<file path="src/rtl/div_ctrl_pkg.sv">
// Shared defines for the multi-cycle divider: FSM state encodings,
// result-ready flags and the ALU opcodes that route work to the divider.
package div_ctrl_pkg;

    localparam logic [1:0] DIV_FREE    = 2'b00;
    localparam logic [1:0] DIV_BY_ZERO = 2'b01;
    localparam logic [1:0] DIV_ON      = 2'b10;
    localparam logic [1:0] DIV_END     = 2'b11;

    localparam logic DIV_RESULT_READY     = 1'b1;
    localparam logic DIV_RESULT_NOT_READY = 1'b0;

    localparam logic [7:0] EXE_DIV_OP  = 8'b0001_1010;
    localparam logic [7:0] EXE_DIVU_OP = 8'b0001_1011;

endpackage

</file>
<file path="src/rtl/div_step.sv">
// One restoring divide step: shift the next dividend bit into the partial
// remainder, trial-subtract the divisor and shift in the quotient bit.
module div_step #(
    parameter int DATA_W = 32
) (
    input  logic [DATA_W-1:0] rem,
    input  logic [DATA_W-1:0] quo,
    input  logic [DATA_W-1:0] divisor,
    output logic [DATA_W-1:0] rem_next,
    output logic [DATA_W-1:0] quo_next
);

    logic [DATA_W:0] shifted;
    logic [DATA_W:0] diff;

    assign shifted = {rem, quo[DATA_W-1]};
    // Since rem < divisor, the top bit of the trial difference is a clean borrow flag.
    assign diff     = shifted - {1'b0, divisor};
    assign rem_next = diff[DATA_W] ? shifted[DATA_W-1:0] : diff[DATA_W-1:0];
    assign quo_next = {quo[DATA_W-2:0], ~diff[DATA_W]};

endmodule

</file>
<file path="src/rtl/div_ctrl.sv">
// Multi-cycle signed/unsigned divider controller: latches operand magnitudes,
// runs DATA_W restoring steps, then applies sign correction to HI/LO.
module div_ctrl
    import div_ctrl_pkg::*;
#(
    parameter int DATA_W = 32
) (
    input  logic                clk,
    input  logic                rst,
    input  logic                signed_div_i,
    input  logic [DATA_W-1:0]   opdata1_i,
    input  logic [DATA_W-1:0]   opdata2_i,
    input  logic                start_i,
    input  logic                annul_i,
    output logic [2*DATA_W-1:0] result_o,
    output logic                ready_o,
    output logic                busy_o
);

    localparam int CNT_W = $clog2(DATA_W) + 1;
    localparam logic [CNT_W-1:0] LAST_STEP = CNT_W'(DATA_W);

    logic [1:0]        state;
    logic [CNT_W-1:0]  cnt;
    logic [DATA_W-1:0] rem;
    logic [DATA_W-1:0] quo;
    logic [DATA_W-1:0] divisor;
    logic              neg_quo;
    logic              neg_rem;

    logic [DATA_W-1:0] rem_next;
    logic [DATA_W-1:0] quo_next;
    logic [DATA_W-1:0] op1_mag;
    logic [DATA_W-1:0] op2_mag;
    logic [DATA_W-1:0] quo_fix;
    logic [DATA_W-1:0] rem_fix;
    logic              op1_neg;
    logic              op2_neg;

    div_step #(.DATA_W(DATA_W)) u_div_step (
        .rem      (rem),
        .quo      (quo),
        .divisor  (divisor),
        .rem_next (rem_next),
        .quo_next (quo_next)
    );

    assign op1_neg = signed_div_i && opdata1_i[DATA_W-1];
    assign op2_neg = signed_div_i && opdata2_i[DATA_W-1];
    assign op1_mag = op1_neg ? -opdata1_i : opdata1_i;
    assign op2_mag = op2_neg ? -opdata2_i : opdata2_i;

    // Negating 0x8000_0000 wraps back to itself, which is the required signed-overflow answer.
    assign quo_fix = neg_quo ? -quo : quo;
    assign rem_fix = neg_rem ? -rem : rem;

    assign busy_o = (state == DIV_ON) || (state == DIV_BY_ZERO);

    // NOTE: every register here uses <= so all next-state values are computed
    // from the same pre-edge snapshot, regardless of statement order.
    always_ff @(posedge clk or negedge rst) begin
        if (!rst) begin
            state    <= DIV_FREE;
            cnt      <= '0;
            rem      <= '0;
            quo      <= '0;
            divisor  <= '0;
            neg_quo  <= 1'b0;
            neg_rem  <= 1'b0;
            ready_o  <= DIV_RESULT_NOT_READY;
            result_o <= '0;
        end else begin
            case (state)
                DIV_FREE: begin
                    if (start_i && !annul_i) begin
                        if (opdata2_i == '0) begin
                            state <= DIV_BY_ZERO;
                        end else begin
                            state   <= DIV_ON;
                            cnt     <= '0;
                            rem     <= '0;
                            quo     <= op1_mag;
                            divisor <= op2_mag;
                            neg_quo <= op1_neg ^ op2_neg;
                            neg_rem <= op1_neg;
                        end
                    end
                end
                DIV_BY_ZERO: begin
                    if (annul_i) begin
                        state <= DIV_FREE;
                    end else begin
                        state    <= DIV_END;
                        ready_o  <= DIV_RESULT_READY;
                        result_o <= '0;
                    end
                end
                DIV_ON: begin
                    if (annul_i) begin
                        state    <= DIV_FREE;
                        ready_o  <= DIV_RESULT_NOT_READY;
                        result_o <= '0;
                    end else if (cnt == LAST_STEP) begin
                        state    <= DIV_END;
                        ready_o  <= DIV_RESULT_READY;
                        result_o <= {rem_fix, quo_fix};
                    end else begin
                        rem <= rem_next;
                        quo <= quo_next;
                        cnt <= cnt + 1'b1;
                    end
                end
                DIV_END: begin
                    if (annul_i || !start_i) begin
                        state    <= DIV_FREE;
                        ready_o  <= DIV_RESULT_NOT_READY;
                        result_o <= '0;
                    end
                end
                default: state <= DIV_FREE;
            endcase
        end
    end

endmodule
</file>
<file path="config.mk">
export PLATFORM = sky130hd
export DESIGN_NAME = div_ctrl
export DESIGN_NICKNAME = d
export VERILOG_FILES = /design/src/rtl/div_ctrl_pkg.sv /design/src/rtl/div_step.sv /design/src/rtl/div_ctrl.sv
export SDC_FILE = /design/constraint.sdc
export NUM_CORES = 1
export LEC_CHECK = 0
export CAP_MARGIN = 20
export CELL_PAD_IN_SITES_DETAIL_PLACEMENT = 1
export CELL_PAD_IN_SITES_GLOBAL_PLACEMENT = 2
export CORE_MARGIN = 4
export CORE_UTILIZATION = 31
export DETAILED_ROUTE_END_ITERATION = 8
export PLACE_DENSITY = 0.82
export SLEW_MARGIN = 20
export SYNTH_ARGS = -nofsm -noshare
export SYNTH_HDL_FRONTEND = slang
export SYNTH_SLANG_ARGS = --single-unit
</file>
<file path="constraint.sdc">
create_clock -name clk -period 3.1 [get_ports clk]
set_input_delay 0.62 -clock clk [delete_from_list [all_inputs] [get_ports clk]]
set_output_delay 0.62 -clock clk [all_outputs]
set_load 0.005 [all_outputs]
</file>
==> results of run 1 <==
cells by family after synthesis:
| kind of cell | share of synthesized area (%) |
|---|---|
| xor+xnor | 10.8 |
| flops | 37.5 |
| mux | 3.47 |
| buf+inv | 4.43 |
| simple gates | 17.9 |
| compound gates | 21.2 |
| fa+ha+maj | 4.78 |
synth_stat cells, types with 19 or more instances:
cell type	number
a21oi_1	110
nand2_1	206
dfrtp_1	171
inv_1	62
xnor2_1	54
or3_1	19
xor2_1	87
a21o_1	19
nor2_1	88
clkbuf_1	47
nor3_1	24
mux2i_1	34
o21ai_0	181
nand3_1	20
ha_1	42
o31ai_1	27
path summary, 6_finish.rpt:
| path | slack [ns] | from | endpoint | cells after the start |
|---|---|---|---|---|
| min | 0.17 | rst | result_o[24] | 1 |
| max reg2reg | -0.11 | divisor[0] | rem[22] | 13 |
| max in group asynchronous | 2.16 | rst | divisor[27] | 2 |
| min in group clk | 0.48 | result_o[9] | result_o[9] | 2 |
| max | -0.11 | divisor[0] | rem[22] | 13 |
| min reg2reg | 0.48 | result_o[9] | result_o[9] | 2 |
worst max-delay path, stage by stage (launching register included):
cell      delay [ns]
dfrtp_1         0.43
ha_4            0.19
fa_2            0.34
nand2b_4        0.15
a21o_1          0.16
a31o_1          0.22
a31o_4          0.25
o31ai_4         0.30
mux2i_4         0.35
nor2_4          0.10
buf_6           0.14
buf_16          0.14
mux2i_2         0.22
o22ai_1         0.10
sequential cells by signal, indices dropped and copies added (netlist names):
signal	count
result_o	64
divisor	32
quo	32
rem	32
cnt	6
state	2
neg_quo	1
neg_rem	1
ready_o	1
power by group:
| group | switching (W) | total [W] | internal, W |
|---|---|---|---|
| logic | 0.00434 | 0.00755 | 0.00321 |
| clock network | 0.000987 | 0.00234 | 0.00135 |
| registers | 0.000634 | 0.00343 | 0.00280 |
metal layers:
metal / vias up / track usage [%]
li1: 5315 / -
met1: 5252 / 24.5
met4: 0 / 4.98
met2: 164 / 31.2
met3: 38 / 2.45
met5: - / 0
through the flow:
stage | hold WS (ns) | setup TNS (ns) | setup WS (ns) | util (%)
after floorplan | 0.324 | 0 | 0.0128 | -
after global placement | 0.462 | -29.86 | -0.411 | 39.3
after detailed placement | 0.469 | -41.23 | -0.508 | 39.3
after CTS | 0.186 | -3.20 | -0.136 | 41.4
after global routing | 0.205 | -2.56 | -0.197 | 42.5
final | 0.169 | -0.238 | -0.105 | 42.5
area by class of cell:
type | count | area [µm²]
fillers | 4294 | 21000
multi-input cells | 1077 | 6980
flip-flops and latches | 171 | 4280
repair buffers | 297 | 2780
well taps | 468 | 586
clock buffers | 18 | 429
inverters | 63 | 236
clock inverters | 14 | 193
repair_timing:
action | CTS | global route
setup endpoints to repair | 40 | 110
gates cloned | 2 | 2
pin swaps | 4 | 23
buffers inserted | 2 | 11
resized for setup | 19 | 83
==> results by group, run 1 <==
Timing
  • Worst setup margin: -0.105 ns
  • Final Slew Violations: 0
  • Worst slew pin tran: 0.895 ns
  • Slew HR: 40.1%
  • RSZ-0062 raised after global routing: true
  • # setup viols final: 9
  • Clock period minus worst slack: 3.21 ns
  • Max Fclk: 312 MHz
  • Clk_skew: 0.0132 ns
  • Tcrit/Tclk final: 103%
  • Hold Vio Cnt, Final: 0

Detailed routing
  • TritonRoute pass-1 iters: 4
  • Final wirelength: 37100 µm
  • Vias/cell: 5.11
  • DRC: 0
  • Antenna Nets Post-Route: 0
  • Met3 wire length: 1290 µm
  • Via count: 10800
  • Wire length per cell: 17.6 µm
  • M1 WL: 17300 µm
  • Highest metal used: met4
  • 1st-iter DRT viols: 407
  • Routed wl met2: 17900 µm

Power
  • Power Density: 861 mW/mm²
  • Worst vdd ir: 0.000442 V
  • Leakage: 6.74 nW
  • Power Total: 0.0133 W

Logic synthesis
  • Post-synth top area cell: dfrtp_1
  • Top cells by area, synth: dfrtp_1 (37%), o21ai_0 (7.9%), nand2_1 (6.8%)
  • Synth top area share: 37.5%
  • Synth unique cells: 71
  • Yosys warnings: 0
  • Async SR Flop Fraction: 100%
  • Synth Cell Area: 0.0114 mm²
  • Top_reg_cell synth: dfrtp_1
  • Post-synth EDFFs: 0
  • Syn nets: 1490
  • Seq cells post-synth: 171
  • Sequential share of the synthesized area: 37.5%
  • Syn Area/Cell: 8.29 µm²
  • Mapped Cells: 1378

Clock tree
  • CTS tree: done
  • CTS Hold Buffers Added: 0
  • Htree depth: 4
  • Worst skew pair latency: 0.45 ns
  • Number of CTS-inserted buffers: 17
  • Maximum clock path buffer count: 2
  • Clock Pin Slew Worst Setup and Hold Paths: 0.07 ns
  • Root buf cell: clkbuf_16
  • Clock sinks: 171

Floorplan
  • Row cnt: 70
  • Core footprint: 0.0364 mm²
  • Die boundary height: 200 µm
  • Die X-Extent: 200 µm
  • DIE AREA: 0.0400 mm²
  • Initial Utilization: 31.3%
  • Ports: 135

Global routing
  • First-pass GRT wire length: 58800 µm
  • Largest net degree at the start of global routing: 66
  • Initial antenna violation count: 0
  • Vias in the first global route: 11100
  • Total grt overflow: 0
  • Overall Global Routing Usage: 18.3%

Setup path
  • CP Capture Type: register
  • CP required: 3.43 ns
  • Crit Path Category: reg2reg
  • Arr. time, crit path: 3.53 ns
  • Critical path launch point type: register
  • Worst-path maximum fanout: 7

Place
  • Cell Count Post-Placement: 2059
  • Port bufs: 134
  • Routability cong.: 0.841
  • Post-DP Area: 0.0143 mm²
  • Detail Placement HPWL: 27800 µm

Final layout
  • Most frequent cells in the layout: nand2_1 (205), dfrtp_1 (171), o21ai_0 (155), buf_4 (144), clkdlybuf4s50_1 (129)
  • Ant. Diodes: 0
  • Non-filler cells, final: 2108
  • Fraction of layout cells with a size suffix above 1: 16.8%
  • Area Growth Syn to Fin: 35.6%
  • Commonest non-fill, non-tap cell in the layout: nand2_1
  • Nets@finish: 1739
  • Post-route cell area: 0.0155 mm²

Hold path
  • HP Class: in2async

Outcome
  • Violated checks: negative setup slack
  • Run status: complete, but fails checks

Flow run
  • Max cap viols: 0
(Power assumes the default switching activity.)
==> inputs of run 2 (changes only) <==
- MAX_ROUTING_LAYER: not set -> met4
==> run 2 against run 1 <==
Net effect:
- the flow still finishes with violations (negative setup slack)
- critical path depth is the same
- critical endpoint is now rem[13]
- first-iteration DRC count is 4.9% higher
- wire length up 0.26%
- combinational power barely moved
- clock power barely moved
- sequential cell count did not move
- hold slack better by 0.00098 ns
- register-to-register slack better by 0.05 ns
==> results by group, run 2 (synthesized netlist as in run 1, its figures left out) <==
Hold path
  • HP Class: in2async

Power
  • Combinational power share: 56.7%
  • Power Density: 860 mW/mm²
  • Clock power frac: 17.5%
  • Sw Share: 44.9%
  • Sw Pwr: 0.00598 W
  • Reg power frac: 25.8%
  • Leakage: 6.75 nW
  • Internal Power: 0.00735 W
  • Power Total: 0.0133 W
  • Worst vdd ir: 0.000439 V

Outcome
  • Violated checks: negative setup slack
  • Run status: complete, but fails checks

Place
  • Routability cong.: 0.854
  • Port bufs: 134
  • Detail Placement HPWL: 27800 µm

Timing
  • Hold Vio Cnt, Final: 0
  • Hold Worst Slack: 0.170 ns
  • RSZ-0062 raised after global routing: true
  • Worst slew pin tran: 0.894 ns
  • Slew HR: 40.2%
  • Final Slew Violations: 0
  • Max Fclk: 317 MHz
  • Worst setup margin: -0.0523 ns
  • Clk_skew: 0.0117 ns
  • # setup viols final: 15
  • Clock period minus worst slack: 3.15 ns
  • Tcrit/Tclk final: 102%

Setup path
  • Worst Reg-to-Reg Cells: 13
  • CP endpoint: rem[13]
  • Arr. time, crit path: 3.48 ns
  • Critical R2R Capture: rem[13]
  • RR Startpoint: divisor[0]
  • Origin of the worst setup path: divisor[0]
  • Worst-path maximum fanout: 7
  • FF-to-FF setup slack: -0.05 ns
  • CP Capture Type: register
  • CP required: 3.42 ns
  • Crit Path Category: reg2reg
  • Critical path launch point type: register

Final layout
  • Fill cells: 4302
  • Largest Register: result_o
  • Ant. Diodes: 0
  • Multi-input logic area: 0.00700 mm²
  • Number of flip-flops in the largest register: 64
  • FF+latch area: 0.00428 mm²
  • Commonest non-fill, non-tap cell in the layout: nand2_1
  • Fraction of layout cells with a size suffix above 1: 16.8%
  • Nets@finish: 1737
  • Area Growth Syn to Fin: 35.7%
  • Most frequent cells in the layout: nand2_1 (204), dfrtp_1 (171), o21ai_0 (158), buf_4 (142), clkdlybuf4s50_1 (129)

Detailed routing
  • Via count: 10800
  • Antenna Nets Post-Route: 0
  • Met3 wire length: 1290 µm
  • Routed wl met2: 18000 µm
  • Wire length per cell: 17.7 µm
  • M1 WL: 17300 µm
  • 1st-iter DRT viols: 427
  • Vias/cell: 5.13
  • Highest metal used: met4
  • DRC: 0
  • Final wirelength: 37200 µm
  • TritonRoute pass-1 iters: 4

Global routing
  • First-pass GRT wire length: 58900 µm
  • Total grt overflow: 0
  • Overall Global Routing Usage: 18.8%
  • Initial antenna violation count: 0
  • Vias in the first global route: 11100
  • Largest net degree at the start of global routing: 66

Clock tree
  • Number of CTS-inserted buffers: 17
  • Clock Pin Slew Worst Setup and Hold Paths: 0.07 ns
  • Htree depth: 4
  • Worst skew pair latency: 0.45 ns
  • Root buf cell: clkbuf_16
  • Clock sinks: 171
  • CTS tree: done
  • Maximum clock path buffer count: 2

Floorplan
  • Initial Utilization: 31.3%
  • Die boundary height: 200 µm
  • Row cnt: 70
  • Ports: 135
  • DIE AREA: 0.0400 mm²
  • Die X-Extent: 200 µm
  • Core footprint: 0.0364 mm²

Flow run
  • Max cap viols: 0
[run 2: layout make-up]
type                    instances  area share [%]
multi-input cells            1077            45.2
flip-flops and latches        171            27.6
repair buffers                295            17.9
well taps                     468            3.78
clock buffers                  18            2.77
inverters                      63            1.53
clock inverters                14            1.24
[run 2: metal layers]
layer	GRT usage [%]	vias to the layer above
li1	-	5313
met1	24.5	5277
met2	31.3	164
met3	2.43	40
met4	4.91	0
met5	-	-
[run 2: worst min path at each step]
stage | start | slack, ns | to
floorplan | rst | 0.32 | cnt[0]
global placement | result_o[16] | 0.46 | result_o[16]
detailed placement | result_o[9] | 0.47 | result_o[9]
CTS | rst | 0.19 | result_o[22]
global route | rst | 0.20 | result_o[22]
finish | rst | 0.17 | result_o[23]
[run 2: critical path, cell delays in order (launching register included)]
cell and delay, ns:
dfrtp_1 0.41, ha_2 0.20, fa_2 0.35, nand2b_4 0.15
a21o_1 0.16, a31o_1 0.22, a31o_4 0.25, o31ai_4 0.30
mux2i_4 0.35, nor2_4 0.10, buf_12 0.15, clkbuf_16 0.17
mux2i_1 0.16, o21ai_1 0.08
[run 2: through the flow]
stage | utilization, % | setup WS (ns) | setup TNS (ns) | cell area [µm²] | instances
after floorplan | - | 0.0128 | 0 | 11400 | 1378
after global placement | 39.3 | -0.411 | -29.86 | 14300 | 2059
after detailed placement | 39.3 | -0.508 | -41.23 | 14300 | 2059
after CTS | 41.4 | -0.136 | -3.20 | 15100 | 2095
after global routing | 42.5 | -0.167 | -3.02 | 15500 | 2106
final | 42.5 | -0.0523 | -0.437 | 15500 | 2106
[run 2: power groups by stage]
stage	Clock, W	Combinational, W	Sequential, W
final	0.00234	0.00756	0.00343
after global routing	0.00248	0.00840	0.00352
after CTS	0.00239	0.00718	0.00341
after detailed placement	0	0.00695	0.00345
after global placement	0	0.00675	0.00341
after floorplan	0	0.00454	0.00329
[run 2: what timing repair did]
| item | CTS | global route |
|---|---|---|
| resized for setup | 19 | 80 |
| pin swaps | 4 | 23 |
| setup endpoints to repair | 40 | 111 |
| endpoints found under the hold margin | 0 | 0 |
| gates cloned | 2 | 2 |
| hold buffers | 0 | 0 |
| setup buffers | 2 | 9 |
